File: config.mk
export PLATFORM = sky130hd
export DESIGN_NAME = flash_boot_copier
export DESIGN_NICKNAME = d
export VERILOG_FILES = /design/src/rtl/flash_boot_copier.sv
export SDC_FILE = /design/constraint.sdc
export NUM_CORES = 1
export LEC_CHECK = 0
export CORE_ASPECT_RATIO = 0.9
export CORE_MARGIN = 3
export CORE_UTILIZATION = 62
export DETAILED_ROUTE_END_ITERATION = 8
export MAX_ROUTING_LAYER = met4
export PLACE_DENSITY = 0.95
export REMOVE_ABC_BUFFERS = 1
export SETUP_SLACK_MARGIN = 0.15
export SYNTH_ARGS = -nofsm -noshare
export SYNTH_HDL_FRONTEND = slang
export SYNTH_SLANG_ARGS = --single-unit
File: constraint.sdc
create_clock -name clk_i -period 5 [get_ports clk_i]
set_clock_uncertainty 0.1 [all_clocks]
set_input_delay 1.25 -clock clk_i [delete_from_list [all_inputs] [get_ports clk_i]]
set_output_delay 1.25 -clock clk_i [all_outputs]
set_load 0.01 [all_outputs]
File: src/rtl/flash_boot_copier.sv
// Boot copier: streams a length-prefixed image out of SPI flash (read command
// 03h, mode 0) and writes it word by word into an asynchronous SRAM.
module flash_boot_copier #(
  parameter int unsigned CLK_DIV    = 2,
  parameter logic [23:0] FLASH_BASE = 24'h080000,
  parameter int unsigned WE_CYCLES  = 2
) (
  input  logic        clk_i,
  input  logic        rst_i,
  output logic        SPIFlash_bootCEJ,
  output logic        SPIFlash_bootSCK,
  output logic        SPIFlash_bootSI,
  input  logic        SPIFlash_bootSO,
  output logic        sram_csn,
  output logic        sram_wen,
  output logic        sram_oen,
  output logic [1:0]  sram_be,
  output logic [17:0] sram_addr,
  output logic [15:0] sram_dout,
  output logic        sram_doe,
  output logic        platform_rst_n,
  output logic        boot_done,
  output logic        boot_err
);

  typedef enum logic [2:0] {IDLE, CMD, HDR, CHECK, DATA, WRITE, DONE, ERR} stateT;

  localparam logic [31:0] CmdWord = {8'h03, FLASH_BASE};
  localparam logic [7:0]  DivLast = 8'(CLK_DIV - 1);
  localparam logic [4:0]  WenRise = 5'(WE_CYCLES);
  localparam logic [4:0]  WrLast  = 5'(WE_CYCLES + 1);

  stateT       state, stateD;
  logic        cej, cejD, sck, sckD, si, siD;
  logic        csn, csnD, wen, wenD, doe, doeD;
  logic [1:0]  be, beD;
  logic [17:0] addr, addrD, addrNext;
  logic [15:0] dout, doutD, shiftIn, shiftInD, nWords, nWordsD;
  logic [31:0] shiftOut, shiftOutD;
  logic [7:0]  divCnt, divCntD;
  logic [5:0]  bitCnt, bitCntD;
  logic [4:0]  wCnt, wCntD;
  logic        platRstN, platRstND, bootDone, bootDoneD, bootErr, bootErrD;
  logic        phaseEnd, lastBit;

  assign phaseEnd = (divCnt == DivLast);
  assign lastBit  = (state == CMD) ? (bitCnt == 6'd31) : (bitCnt == 6'd15);
  assign addrNext = addr + 18'd1;

  // Every output comes straight from a flop; reset also aborts any SRAM write.
  always_ff @(posedge clk_i) begin
    if (rst_i) begin
      state    <= IDLE;
      cej      <= 1'b1;
      sck      <= 1'b0;
      si       <= 1'b0;
      csn      <= 1'b1;
      wen      <= 1'b1;
      doe      <= 1'b0;
      be       <= 2'b11;
      addr     <= '0;
      dout     <= '0;
      shiftIn  <= '0;
      nWords   <= '0;
      shiftOut <= '0;
      divCnt   <= '0;
      bitCnt   <= '0;
      wCnt     <= '0;
      platRstN <= 1'b0;
      bootDone <= 1'b0;
      bootErr  <= 1'b0;
    end else begin
      state    <= stateD;
      cej      <= cejD;
      sck      <= sckD;
      si       <= siD;
      csn      <= csnD;
      wen      <= wenD;
      doe      <= doeD;
      be       <= beD;
      addr     <= addrD;
      dout     <= doutD;
      shiftIn  <= shiftInD;
      nWords   <= nWordsD;
      shiftOut <= shiftOutD;
      divCnt   <= divCntD;
      bitCnt   <= bitCntD;
      wCnt     <= wCntD;
      platRstN <= platRstND;
      bootDone <= bootDoneD;
      bootErr  <= bootErrD;
    end
  end

  always_comb begin
    stateD    = state;
    cejD      = cej;
    sckD      = sck;
    siD       = si;
    csnD      = csn;
    wenD      = wen;
    doeD      = doe;
    beD       = be;
    addrD     = addr;
    doutD     = dout;
    shiftInD  = shiftIn;
    nWordsD   = nWords;
    shiftOutD = shiftOut;
    divCntD   = divCnt;
    bitCntD   = bitCnt;
    wCntD     = wCnt;
    platRstND = platRstN;
    bootDoneD = bootDone;
    bootErrD  = bootErr;
    case (state)
      IDLE: begin
        cejD      = 1'b0;
        siD       = CmdWord[31];
        shiftOutD = CmdWord;
        divCntD   = '0;
        bitCntD   = '0;
        stateD    = CMD;
      end
      // SO is captured on the rising SCK edge; SI advances on the falling one.
      CMD, HDR, DATA: begin
        if (!phaseEnd) begin
          divCntD = divCnt + 8'd1;
        end else begin
          divCntD = '0;
          if (!sck) begin
            sckD     = 1'b1;
            shiftInD = {shiftIn[14:0], SPIFlash_bootSO};
          end else begin
            sckD      = 1'b0;
            bitCntD   = bitCnt + 6'd1;
            shiftOutD = shiftOut << 1;
            siD       = shiftOut[30];
            if (lastBit) begin
              bitCntD = '0;
              siD     = 1'b0;
              case (state)
                CMD: stateD = HDR;
                HDR: begin
                  nWordsD = shiftIn;
                  stateD  = CHECK;
                end
                default: begin
                  stateD = WRITE;
                  csnD   = 1'b0;
                  beD    = 2'b00;
                  doeD   = 1'b1;
                  doutD  = shiftIn;
                  wCntD  = '0;
                end
              endcase
            end
          end
        end
      end
      CHECK: begin
        if (nWords == 16'h0000 || nWords == 16'hFFFF) begin
          stateD   = ERR;
          cejD     = 1'b1;
          sckD     = 1'b0;
          bootErrD = 1'b1;
        end else begin
          stateD = DATA;
        end
      end
      // One setup cycle, WE_CYCLES of wen low, then one hold cycle.
      WRITE: begin
        wCntD = wCnt + 5'd1;
        wenD  = (wCnt < WenRise) ? 1'b0 : 1'b1;
        if (wCnt == WrLast) begin
          wenD    = 1'b1;
          csnD    = 1'b1;
          beD     = 2'b11;
          doeD    = 1'b0;
          addrD   = addrNext;
          divCntD = '0;
          bitCntD = '0;
          if (addrNext == {2'b00, nWords}) begin
            stateD    = DONE;
            cejD      = 1'b1;
            sckD      = 1'b0;
            bootDoneD = 1'b1;
            platRstND = 1'b1;
          end else begin
            stateD = DATA;
          end
        end
      end
      DONE: stateD = DONE;
      ERR:  stateD = ERR;
    endcase
  end

  assign SPIFlash_bootCEJ = cej;
  assign SPIFlash_bootSCK = sck;
  assign SPIFlash_bootSI  = si;
  assign sram_csn         = csn;
  assign sram_wen         = wen;
  assign sram_oen         = 1'b1;
  assign sram_be          = be;
  assign sram_addr        = addr;
  assign sram_dout        = dout;
  assign sram_doe         = doe;
  assign platform_rst_n   = platRstN;
  assign boot_done        = bootDone;
  assign boot_err         = bootErr;

endmodule

==> key figures <==
Synthesis
  • Cell with the most instances after synthesis: dfxtp_1
  • Post-synth EDFFs: 0
  • Main synth FF type: dfxtp_1
  • Post-synth top area share: a little over two fifths
  • Yosys top cell by area: dfxtp_1
  • #FFs+latches synth: between 100 and 150
  • Post-synth cell types: 62
  • Asr flop ratio synth: 0%
  • Cells after Synth: roughly 630
  • Warnings, synthesis: 0
  • Mean Syn Cell Area: a little over 8 sq um
  • Post-synth top cells: 108 x dfxtp_1, 107 x nand2_1, 65 x nor2_1, 64 x a21oi_1, 25 x nand4_1
  • Sequential share of the synthesized area: 41.7%
  • Largest cells by area after synthesis: dfxtp_1 42%, nand2_1 7.7%, a21oi_1 6.2%
  • Synthesized cell area: 0.00519 sq mm

Critical path
  • Reg2Reg Launch Point: state[1]
  • CP startpoint kind: flop
  • R2R depth: 6
  • Nature of the critical path endpoint: flop
  • Crit Path Class: flop to flop
  • R2R Setup Slk: a little over 2000 ps
  • Critical Path RT: about 5200 ps
  • CP Max Fanout: 19
  • Critical path launch point: state[1]
  • CP arrival: 3150 ps
  • RR Endpoint: sram_addr[17]

Power and ir drop
  • Comb pwr share: about 23%
  • Sw frac: a little over a third
  • Psw: about 0.7 mW
  • Worst vdd ir: about 0.20 mV
  • Pwr Density: roughly 340 mW/mm^2
  • Cell internal pwr: approximately 1.3 mW
  • Clock network fraction of design power: 27.7%
  • Leak pwr: 2.02 nW
  • Seq pwr share: between 40% and 50%

STA
  • Fin crit share: roughly three fifths
  • Worst slew pin tran: 1070 ps
  • Max-Slew Margin vs Limit: ~28%
  • Final min period: about 3000 ps
  • Number of failing hold endpoints at the final stage: 0
  • Maximum clock frequency: about 340 MHz
  • RSZ-0062 raised after global routing: false
  • Accumulated negative setup slack: 0 ps
  • Final Slew Violations: 0
  • Final setup fails: 0

Clock tree
  • Clock Latency Late Sink: about 400 ps
  • CTS tree: yes
  • # Post-CTS Setup Buffers: 0
  • CTS Hold Bufs: 0
  • TritonCTS Sinks: 108
  • Cts bufs inserted: 9
  • Clock transition at path regs: about 110 ps
  • CTS max path bufs: 2
  • H-Tree Depth: 3
  • # resized after CTS: 0
  • Clock root buffer: clkbuf_8

Final layout
  • Post-route insts no fill: between 700 and 800
  • Layout cells sized above 1: a little over 5%
  • Final Util: a little under three quarters
  • Finished Cell Area: ~0.0058 sq mm
  • Nets: between 600 and 700
  • # diodes: 0
  • Area Growth Syn to Fin: 12.4%

Place
  • GPL Wtd Cong: around 0.93
  • Placed insts: 743
  • Placed cell area: roughly 0.0056 sq mm
  • IO Port Bufs: 47
  • Detailed placement HPWL: around 8500 um

Hold path
  • Hold path start: boot_err
  • Hold path endpoint: boot_err
  • Worst Hold Class: flop to flop
  • Worst Hold Depth: 2

Global route
  • All-Layer GR Usage: 27.5%
  • Number of global-route vias before repair: about 4400
  • Largest net degree at the start of global routing: 46
  • Initial antenna violation count: 0
  • GRT overflow: 0
  • First-pass GRT wire length: 20700 um

Floorplanning
  • Starting Density: about 64%
  • Core ar.: just over 0.008 sq mm
  • Die H: roughly 93 um
  • IO Count: 49
  • Core Rows: 31
  • Die Wd: between 100 and 150 um
  • Die area: between 0.009 and 0.01 sq mm

Route
  • Post-route antenna net violation count: 0
  • Final wirelength: 12200 um
  • Number of vias per cell: around 6.1
  • Remaining DRCs: 0
  • First-pass detailed-route iteration total: 6
  • Wirelength per Cell: around 16 um
  • Detailed-route via count: ~4600
  • DRT iter0 DRCs: 532

Outcome
  • Run status: finished, final reports clean

Run
  • Max Cap Viol: 0
-- layer usage --
layer  global-route usage, %  vias to the layer above  wire (um)
met1                    37.6                     2162       5450
met2                    39.9                      211       5620
li1                        -                     2245          -
met4                    9.51                        0        270
met3                    6.63                       29        850
met5                       -                        -          0
-- area by class of cell --
| class | count | area (sq um) |
|---|---|---|
| Multi-Input combinational cell | 479 | 2810 |
| Clock inverter | 7 | 91.3 |
| Timing Repair Buffer | 51 | 495 |
| Inverter | 6 | 22.5 |
| Tap cell | 99 | 124 |
| Fill cell | 603 | 2270 |
| Sequential cell | 108 | 2160 |
| Clock buffer | 9 | 124 |
-- worst max path at each step --
stage	slack [ps]	cells after the start	end
final	2070	6	sram_addr[17]
after global placement	2310	6	sram_addr[17]
after floorplan	1870	7	sram_dout[0]
after detailed placement	2190	6	sram_addr[17]
after global routing	1830	6	sram_addr[17]
after CTS	2060	1	sram_addr[0]
-- stage by stage --
step	hold slack (ps)	setup WS, ps	total power, mW
after CTS	360	2060	1.96
after floorplan	326	1870	1.30
after global placement	336	2310	1.41
final	360	2070	1.97
after global routing	382	1830	2.06
after detailed placement	344	2190	1.43
-- cells by family (layout without fill, tap and decap cells) --
| logic type | count (synthesis) | after routing | share of synthesized area [%] |
|---|---|---|---|
| other cells | 1 | 1 | 0.0723 |
| flops | 108 | 108 | 41.7 |
| mux | 20 | 20 | 3.88 |
| simple gates | 290 | 290 | 26.9 |
| compound gates | 114 | 114 | 13.7 |
| xor+xnor | 47 | 47 | 7.93 |
| buf+inv | 47 | 73 | 4.22 |
| fa+ha+maj | 7 | 7 | 1.64 |
-- critical path, stage by stage, from the launching register on --
cell	delay, ps
dfxtp_1	720
nand3b_1	310
a21oi_1	150
nor2_1	850
nand2b_1	240
or3_1	360
a21oi_1	130
-- cell usage in the layout (no fill, tap or decap), drive strengths merged, types with 3 or more instances in the layout --
master           n
a21oi           64
clkinv           5
nor3            18
xnor2           23
nor2b            4
ha               6
nor3b            5
nand2          107
a31oi            5
o31ai            3
and3             5
or2              4
nand3           22
nor4             7
clkdlybuf4s50   46
nand4b           3
nor2            67
dfxtp          108
or3              7
nand2b           7
a211oi           3
o21ai           13
mux2i           19
inv              8
clkbuf           9
nand3b           3
xor2            24
nand4           25
a21o             6
buf              5
-- flip-flops by register name, summed over array words and instances, names as in the netlist --
| name | flops |
|---|---|
| SPIFlash_bootCEJ | 1 |
| SPIFlash_bootSCK | 1 |
| SPIFlash_bootSI | 1 |
| bitCnt | 6 |
| boot_done | 1 |
| boot_err | 1 |
| divCnt | 8 |
| nWords | 16 |
| shiftIn | 16 |
| shiftOut | 12 |
| sram_addr | 18 |
| sram_be | 1 |
| sram_doe | 1 |
| sram_dout | 16 |
| sram_wen | 1 |
| state | 3 |
| wCnt | 5 |
-- power by group through the flow --
stage / registers [mW] / clock network (mW) / logic [mW]
2_1_floorplan: 0.981 / 0 / 0.318
3_3_place_gp: 0.991 / 0 / 0.418
3_5_place_dp: 0.995 / 0 / 0.435
4_1_cts: 0.977 / 0.550 / 0.437
5_1_grt: 0.989 / 0.586 / 0.488
6_report: 0.979 / 0.546 / 0.443
Power figures use the tool's default switching activity.
